## src/rtl/fpu_pkg.sv

```systemverilog
// Shared FP32 field definitions, scheduler state type and the fdiv special-case fixup
// used by controllers that time-share an FPU datapath.
package fpu_pkg;

    localparam int SIGN_BIT = 31;
    localparam int EXP_MSB  = 30;
    localparam int EXP_LSB  = 23;

    localparam logic [31:0] POS_INF = 32'h7F80_0000;
    localparam logic [31:0] NEG_INF = 32'hFF80_0000;

    typedef enum logic [1:0] {
        IDLE,
        BUSY,
        DONE
    } sched_state_t;

    // Returns {dz, quotient}; zero-exponent operands are treated as zero,
    // which the raw datapath does not handle.
    function automatic logic [32:0] fdiv_fixup(input logic [31:0] x,
                                               input logic [31:0] y,
                                               input logic [31:0] res);
        logic s;
        s = x[SIGN_BIT] ^ y[SIGN_BIT];
        if (y[EXP_MSB:EXP_LSB] == '0)
            return {1'b1, (s ? NEG_INF : POS_INF)};
        if (x[EXP_MSB:EXP_LSB] == '0)
            return {1'b0, s, 31'd0};
        return {1'b0, res};
    endfunction

endpackage

```

## src/rtl/rr_arb.sv

```systemverilog
// Combinational round-robin arbiter: one-hot grant to the first requester
// found scanning upward from ptr+1, wrapping modulo N.
module rr_arb #(
    parameter int N = 2
) (
    input  logic [N-1:0]         req,
    input  logic [$clog2(N)-1:0] ptr,
    output logic [N-1:0]         grant
);

    localparam int PW = $clog2(N);

    logic [PW-1:0] idx;
    logic          found;

    always_comb begin
        grant = '0;
        found = 1'b0;
        idx   = '0;
        for (int k = 1; k <= N; k++) begin
            idx = PW'((int'(ptr) + k) % N);
            if (!found && req[idx]) begin
                grant[idx] = 1'b1;
                found      = 1'b1;
            end
        end
    end

endmodule

```

## src/rtl/fdiv_sched.sv

```systemverilog
// Round-robin scheduler sharing one fixed-latency fdiv datapath between N_REQ
// requesters; one operation in flight, result held until the owner consumes it.
module fdiv_sched
    import fpu_pkg::*;
#(
    parameter int N_REQ = 2,
    parameter int LAT   = 2
) (
    input  logic                 clk,
    input  logic                 rst,
    input  logic [N_REQ-1:0]     req_valid,
    output logic [N_REQ-1:0]     req_ready,
    input  logic [32*N_REQ-1:0]  req_x,
    input  logic [32*N_REQ-1:0]  req_y,
    output logic [N_REQ-1:0]     resp_valid,
    input  logic [N_REQ-1:0]     resp_ready,
    output logic [31:0]          resp_data,
    output logic                 resp_dz,
    output logic [31:0]          div_x,
    output logic [31:0]          div_y,
    input  logic [31:0]          div_res
);

    localparam int PTR_W = $clog2(N_REQ);
    localparam int CNT_W = (LAT > 1) ? $clog2(LAT) : 1;

    sched_state_t     state_q, state_d;
    logic [PTR_W-1:0] ptr_q, ptr_d;
    logic [PTR_W-1:0] owner_q, owner_d;
    logic [31:0]      x_q, x_d;
    logic [31:0]      y_q, y_d;
    logic [CNT_W-1:0] cnt_q, cnt_d;
    logic [31:0]      res_q, res_d;
    logic             dz_q, dz_d;

    logic [N_REQ-1:0] grant;
    logic [PTR_W-1:0] grant_id;
    logic [31:0]      sel_x;
    logic [31:0]      sel_y;
    logic [32:0]      fixed;

    rr_arb #(.N(N_REQ)) u_arb (
        .req   (req_valid),
        .ptr   (ptr_q),
        .grant (grant)
    );

    always_comb begin
        grant_id = '0;
        sel_x    = '0;
        sel_y    = '0;
        for (int i = 0; i < N_REQ; i++) begin
            if (grant[i]) begin
                grant_id = PTR_W'(i);
                sel_x    = req_x[32*i +: 32];
                sel_y    = req_y[32*i +: 32];
            end
        end
    end

    assign fixed = fdiv_fixup(x_q, y_q, div_res);

    always_comb begin
        state_d = state_q;
        ptr_d   = ptr_q;
        owner_d = owner_q;
        x_d     = x_q;
        y_d     = y_q;
        cnt_d   = cnt_q;
        res_d   = res_q;
        dz_d    = dz_q;
        unique case (state_q)
            IDLE: begin
                if (|grant) begin
                    owner_d = grant_id;
                    ptr_d   = grant_id;
                    x_d     = sel_x;
                    y_d     = sel_y;
                    cnt_d   = CNT_W'(LAT - 1);
                    state_d = BUSY;
                end
            end
            BUSY: begin
                if (cnt_q == '0) begin
                    res_d   = fixed[31:0];
                    dz_d    = fixed[32];
                    state_d = DONE;
                end else begin
                    cnt_d = cnt_q - CNT_W'(1);
                end
            end
            DONE: begin
                // Only the owner's consume matters; other resp_ready bits are ignored.
                if (resp_ready[owner_q])
                    state_d = IDLE;
            end
            default: state_d = IDLE;
        endcase
    end

    always_ff @(posedge clk or posedge rst) begin
        if (rst) begin
            state_q <= IDLE;
            ptr_q   <= PTR_W'(N_REQ - 1);
            owner_q <= '0;
            x_q     <= '0;
            y_q     <= '0;
            cnt_q   <= '0;
            res_q   <= '0;
            dz_q    <= 1'b0;
        end else begin
            state_q <= state_d;
            ptr_q   <= ptr_d;
            owner_q <= owner_d;
            x_q     <= x_d;
            y_q     <= y_d;
            cnt_q   <= cnt_d;
            res_q   <= res_d;
            dz_q    <= dz_d;
        end
    end

    // Ready is gated by rst so every output reads zero while reset is held.
    assign req_ready  = (state_q == IDLE && !rst) ? grant : '0;
    assign resp_valid = (state_q == DONE) ? (N_REQ'(1) << owner_q) : '0;
    assign resp_data  = res_q;
    assign resp_dz    = dz_q;
    assign div_x      = (state_q == IDLE) ? 32'd0 : x_q;
    assign div_y      = (state_q == IDLE) ? 32'd0 : y_q;

endmodule
```

## config.mk

```make
export PLATFORM = sky130hd
export DESIGN_NAME = fdiv_sched
export DESIGN_NICKNAME = d
export VERILOG_FILES = /design/src/rtl/fpu_pkg.sv /design/src/rtl/rr_arb.sv /design/src/rtl/fdiv_sched.sv
export SDC_FILE = /design/constraint.sdc
export NUM_CORES = 1
export LEC_CHECK = 0
export CAP_MARGIN = 20
export CORE_ASPECT_RATIO = 1.1
export CORE_MARGIN = 3
export CORE_UTILIZATION = 39
export DETAILED_ROUTE_END_ITERATION = 8
export PLACE_DENSITY = 0.82
export RECOVER_POWER = 100
export SYNTH_ARGS = -nofsm -noshare
export SYNTH_HDL_FRONTEND = slang
export SYNTH_SLANG_ARGS = --single-unit
```

## constraint.sdc

```tcl
create_clock -name clk -period 5.1 [get_ports clk]
set_input_delay 0.765 -clock clk [delete_from_list [all_inputs] [get_ports clk]]
set_output_delay 0.765 -clock clk [all_outputs]
set_load 0.02 [all_outputs]
```

Word level (Yosys, flattened, before mapping):

Cells that the tools add are included.

* register bits after elaboration: 102
* input bits: 166
* output and inout port bits: 101
* word-level logic and storage cells: 77

* add/sub/neg operators: 3
* order comparisons: 5
* eq/ne operators: 5
* shifts and indexed selects: 1
* mux-type cells: 37
* bitwise gates (word level): 3
* reductions and logical operators: 15

Operators with widths (count)
* two-way mux 32 bit: 7
* two-way mux 33 bit: 4
* zero test 8 bit: 2
* two-way mux 1 bit: 15
* two-way mux 2 bit: 7
* < comparator 1 x 2 -> 1 bit, second input constant: 3
* inequality test 2 bit, second input constant: 3
* one-hot mux 2 bit (3 select lines): 1
* AND reduction 2 bit: 3
* logical AND 1 bit: 4
* AND reduction 3 bit: 1
* adder 1 bit, second input constant: 2
* demux 1 bit (select 1 bit): 2
* equality test 2 x 1 -> 1 bit, second input constant: 1
* equality test 2 bit, second input constant: 1
* greater-or-equal comparator 1 bit, second input constant: 2
* zero test 1 bit: 2
* zero test 2 bit: 1
* bitwise OR 2 bit: 1
* one-hot mux 1 bit (2 select lines): 1
* nonzero test 2 bit: 1
* OR reduction 2 bit: 1
* << shifter 1 x 1 -> 2 bit, first input constant: 1
* inverter 1 bit: 1
* 2 further kinds: 2

Logic depth before layout (Yosys ltp):

* depth after elaboration: 11
* mapped depth: 7
* depth with buffers taken out: 4

By module:

A second synthesis with hierarchy kept.

* cells, all modules: 513
* area total of the unflattened synthesis: 5108.6 µm²

Modules (own cells, without submodules)
* fdiv_sched: instances 1, cells an instance 510, area each 5089.9 µm², sequential area each 2553.7 µm²
* rr_arb: instances 1, cells an instance 3, area each 18.8 µm², sequential area each 0.0 µm²

Least setup slack after synthesis:

No wires, ideal clock.

* kind: input -> output
* start: input rst
* end: output req_ready[0]
* arrival time: 3433 ps
* data required time: 4335 ps
* path slack: 902 ps
* stages on the path: 2
* buffers on the path: 0
* path through: inv_1 and3_1

* cells in the longest elaborated chain, start to end: 3

RTL lines
* start: declaration: line fdiv_sched.sv:10 `input logic rst,`
* zero test 1 bit: line fdiv_sched.sv:124 `assign req_ready = (state_q == IDLE && !rst) ? grant : '0;`
* logical AND 1 bit: line fdiv_sched.sv:124
* two-way mux 2 bit: line fdiv_sched.sv:124
* end: declaration: line fdiv_sched.sv:12 `output logic [N_REQ-1:0] req_ready,`

No other way between the ends.

Worst setup path in the final report:

* start: input req_valid[1]
* end: register y_q[30]

* cells in the longest elaborated chain, start to end: 8
* elaborated cells between the ends (all ways): 14
* those cells by class: 9 x mux; 1 x bitwise; 4 x reduce/logical

RTL lines
* start: declaration: line fdiv_sched.sv:11 `input logic [N_REQ-1:0] req_valid,`
* two-way mux 1 bit (implied by the code) (2 in series): line rr_arb.sv:22 `if (!found && req[idx]) begin`
* two-way mux 1 bit: line rr_arb.sv:22
* zero test 1 bit: line rr_arb.sv:22
* logical AND 1 bit: line rr_arb.sv:22
* two-way mux 2 bit (*): line rr_arb.sv:22
* two-way mux 32 bit / OR reduction 2 bit (equally long branches): line fdiv_sched.sv:53, fdiv_sched.sv:74
* two-way mux 32 bit / AND reduction 2 bit (equally long branches)
* end signal: assignment: line fdiv_sched.sv:116 `y_q <= y_d;`
* end: declaration: line fdiv_sched.sv:31 `logic [31:0] y_q, y_d;`

Every way passes the cells marked *; elsewhere a longest branch is shown, timed or not. The select of a mux whose other input is x is not followed.
A chain may end at the register's enable or synchronous reset.

==> impl_metrics.toml <==
[synthesis]
synthArstFlopShare = 1.00
synth_edf_count = 0
synth_top_cell_area_share = 0.535
syn_area_um2 = 4730
post_synth_inst_count = 471
synth_ff_type = "dfrtp_1"
yosysSeqAreaShare = 0.540
syn_nets = 637
ys_top_cells_by_area = "dfrtp_1, a22oi_1, and2_1"
synth.distinct_cells = 30
synth-seq-cells = 102
synth.avg_cell_area_um2 = 10.0
ys.warnings.count = 0
synth_area_leader_cell = "dfrtp_1"

[global_routing]
grt_use_total = 0.216
grt-ovfl-total = 0
grt_pass1_vias = 4615
grt_max_degree = 129
grt_pass1_wl_um = 23400
antenna_found_initial = 0

[route]
wl_per_cell_um = 16.9
vias = 4554
drtAntennaViolNets = 0
route.detailed.drc = 0
drt-pass1-iter-count = 6
wl_um = 14700
drt-initial-drc-count = 233
via_per_inst = 5.26

[die]
die_h_um = 121
initial_core_util = 0.406
die-area_um2 = 13500
chipWidth_um = 111
pin_count = 267
rows = 41
design.core.area_um2 = 11600

[worst_setup_path]
required_ps = 5340
cp_num_buf_inv = 2
crit_chain = "dlygate4sd3_1 -> o21ai_1 -> buf_4 -> nand2_1 -> o21ai_0"
critPathMaxFanout = 39
startpoint_type = "primary input"
worstPathArrival_ps = 4230
critPathMaxStageDelay_ps = 2050
cp_top_family = "compound AO/OA/AOI/OAI gates"
worstSetupPathType = "primary input to flop"
worst_setup_path_end_kind = "flop"
critPathSlowestCell = "o21ai_1"

[final_layout]
layout_common_cells = "clkdlybuf4s50_1, dfrtp_1, dlygate4sd3_1"
final_common_cell = "clkdlybuf4s50_1"
area_growth_pct = 63.5
nNetsFinal = 878
antenna_cells = 0
drive_gt1_frac = 0.0363

[cts]
holdBufCountCts = 0
cts_tree = "built"
clkLatencyLatePin_ps = 340
htreeDepth = 3
cts_root_buf = "clkbuf_16"
cts_buffers = 9
cts_resized = 0
cts.reportedPaths.clkPinSlew_ps = 70
clock_sinks = 102
cts_buffer_depth = 2
cts_setup_buffers = 0

[timing]
min_period_over_period = 0.783
setup_tns_ps = 0
max_freq_mhz = 251
setup_violations = 0
finalClockSkew_ps = 5.58
layout_min_cycle_time_ps = 3990
rsz0062_at_grt = "no"
relSlewSlack = -0.819
holdWs_ps = 470
worstMarginPinSlew_ps = 2710
finalHoldViolCount = 0
drv_slew = 249

[power]
ir_worst_vdd_v = 0.000406
power_density_nw_per_um2 = 581
power_mw = 4.49
power.leakage_nw = 3.33

[hold_path]
hold_class = "flop to flop"

[place]
hpwl_um = 10900
io_buffers = 266
gp_congestion = 0.807

[job]
maxCapViolCount = 4

[status]
status = "finished with violations"
violations = "max-capacitance violations, max-slew violations"
[per-stage QoR]
step	cells	area [µm²]	utilization	worst slack [ps]
floorplan	471	4730	-	902
global placement	851	7470	0.641	1950
detailed placement	851	7470	0.641	1940
CTS	866	7770	0.667	1730
global route	866	7730	0.664	786
finish	866	7730	0.664	1110
[kinds of logic (layout without fill, tap and decap cells)]
group,count (synthesis),in the layout,share of synthesized area
XOR/XNOR,1,1,0.00185
flip-flops,102,102,0.540
AND/OR/NAND/NOR,150,150,0.164
AO/OA/AOI/OAI,171,171,0.248
buffers and inverters,47,292,0.0452
[report_power, final]
part / internal, mW / total [mW] / switching [mW]
sequential: 1.20 / 1.43 / 0.224
clock: 0.392 / 0.687 / 0.295
combinational: 1.07 / 2.38 / 1.31
total: 2.67 / 4.49 / 1.83
[layer usage]
metal	vias to the layer above	global-route usage	wire length (µm)
met4	0	0.0762	298
met5	-	0	0
met1	2153	0.265	5820
li1	2164	-	-
met2	215	0.376	7370
met3	22	0.0494	1160
[tightest hold or removal path: stages (launching register included)]
cell and delay, ps:
dfrtp_1 340, nand2_1 40, o21ai_0 60
[sequential cells by signal (all words and copies together), names as in the netlist]
register and count:
y_q 32, owner_q 1, ptr_q 1, cnt_q 1, resp_dz 1, x_q 32, resp_data 32, state_q 2
[final cells by class]
type                       count  area, µm²
timing repair buffer         272       2700
clock inverter                 5       60.1
fill                         925       3910
tap                          150        188
inverter                       5       20.0
clock buffer                  10        239
multi-input combinational    322       1970
sequential                   102       2550
[cell usage after synthesis, types with 2 or more instances]
cell type / count
a21o_1: 2
a221o_1: 9
a22o_1: 24
a22oi_1: 64
and2_1: 65
and3_1: 3
buf_6: 2
buf_8: 2
clkbuf_1: 37
dfrtp_1: 101
inv_1: 5
nand2_1: 70
nor2_1: 2
nor4_1: 2
nor4_2: 2
o21ai_0: 67
[final timing paths]
| kind | from | to | slack, ps | cells after the start |
|---|---|---|---|---|
| min reg2reg | y_q[8]$_DFFE_PP0P_ | y_q[8]$_DFFE_PP0P_ | 470 | 2 |
| min | y_q[8]$_DFFE_PP0P_ | y_q[8]$_DFFE_PP0P_ | 470 | 2 |
| max in group asynchronous | rst | resp_data[27]$_DFFE_PP0P_ | 1380 | 4 |
| max reg2reg | state_q[1]$_DFFE_PP0P_ | resp_data[17]$_DFFE_PP0P_ | 1440 | 5 |
| min in group asynchronous | rst | x_q[18]$_DFFE_PP0P_ | 1230 | 3 |
| max | req_valid[1] | y_q[30]$_DFFE_PP0P_ | 1110 | 5 |
Note: power is estimated with default switching activity, not from simulation.
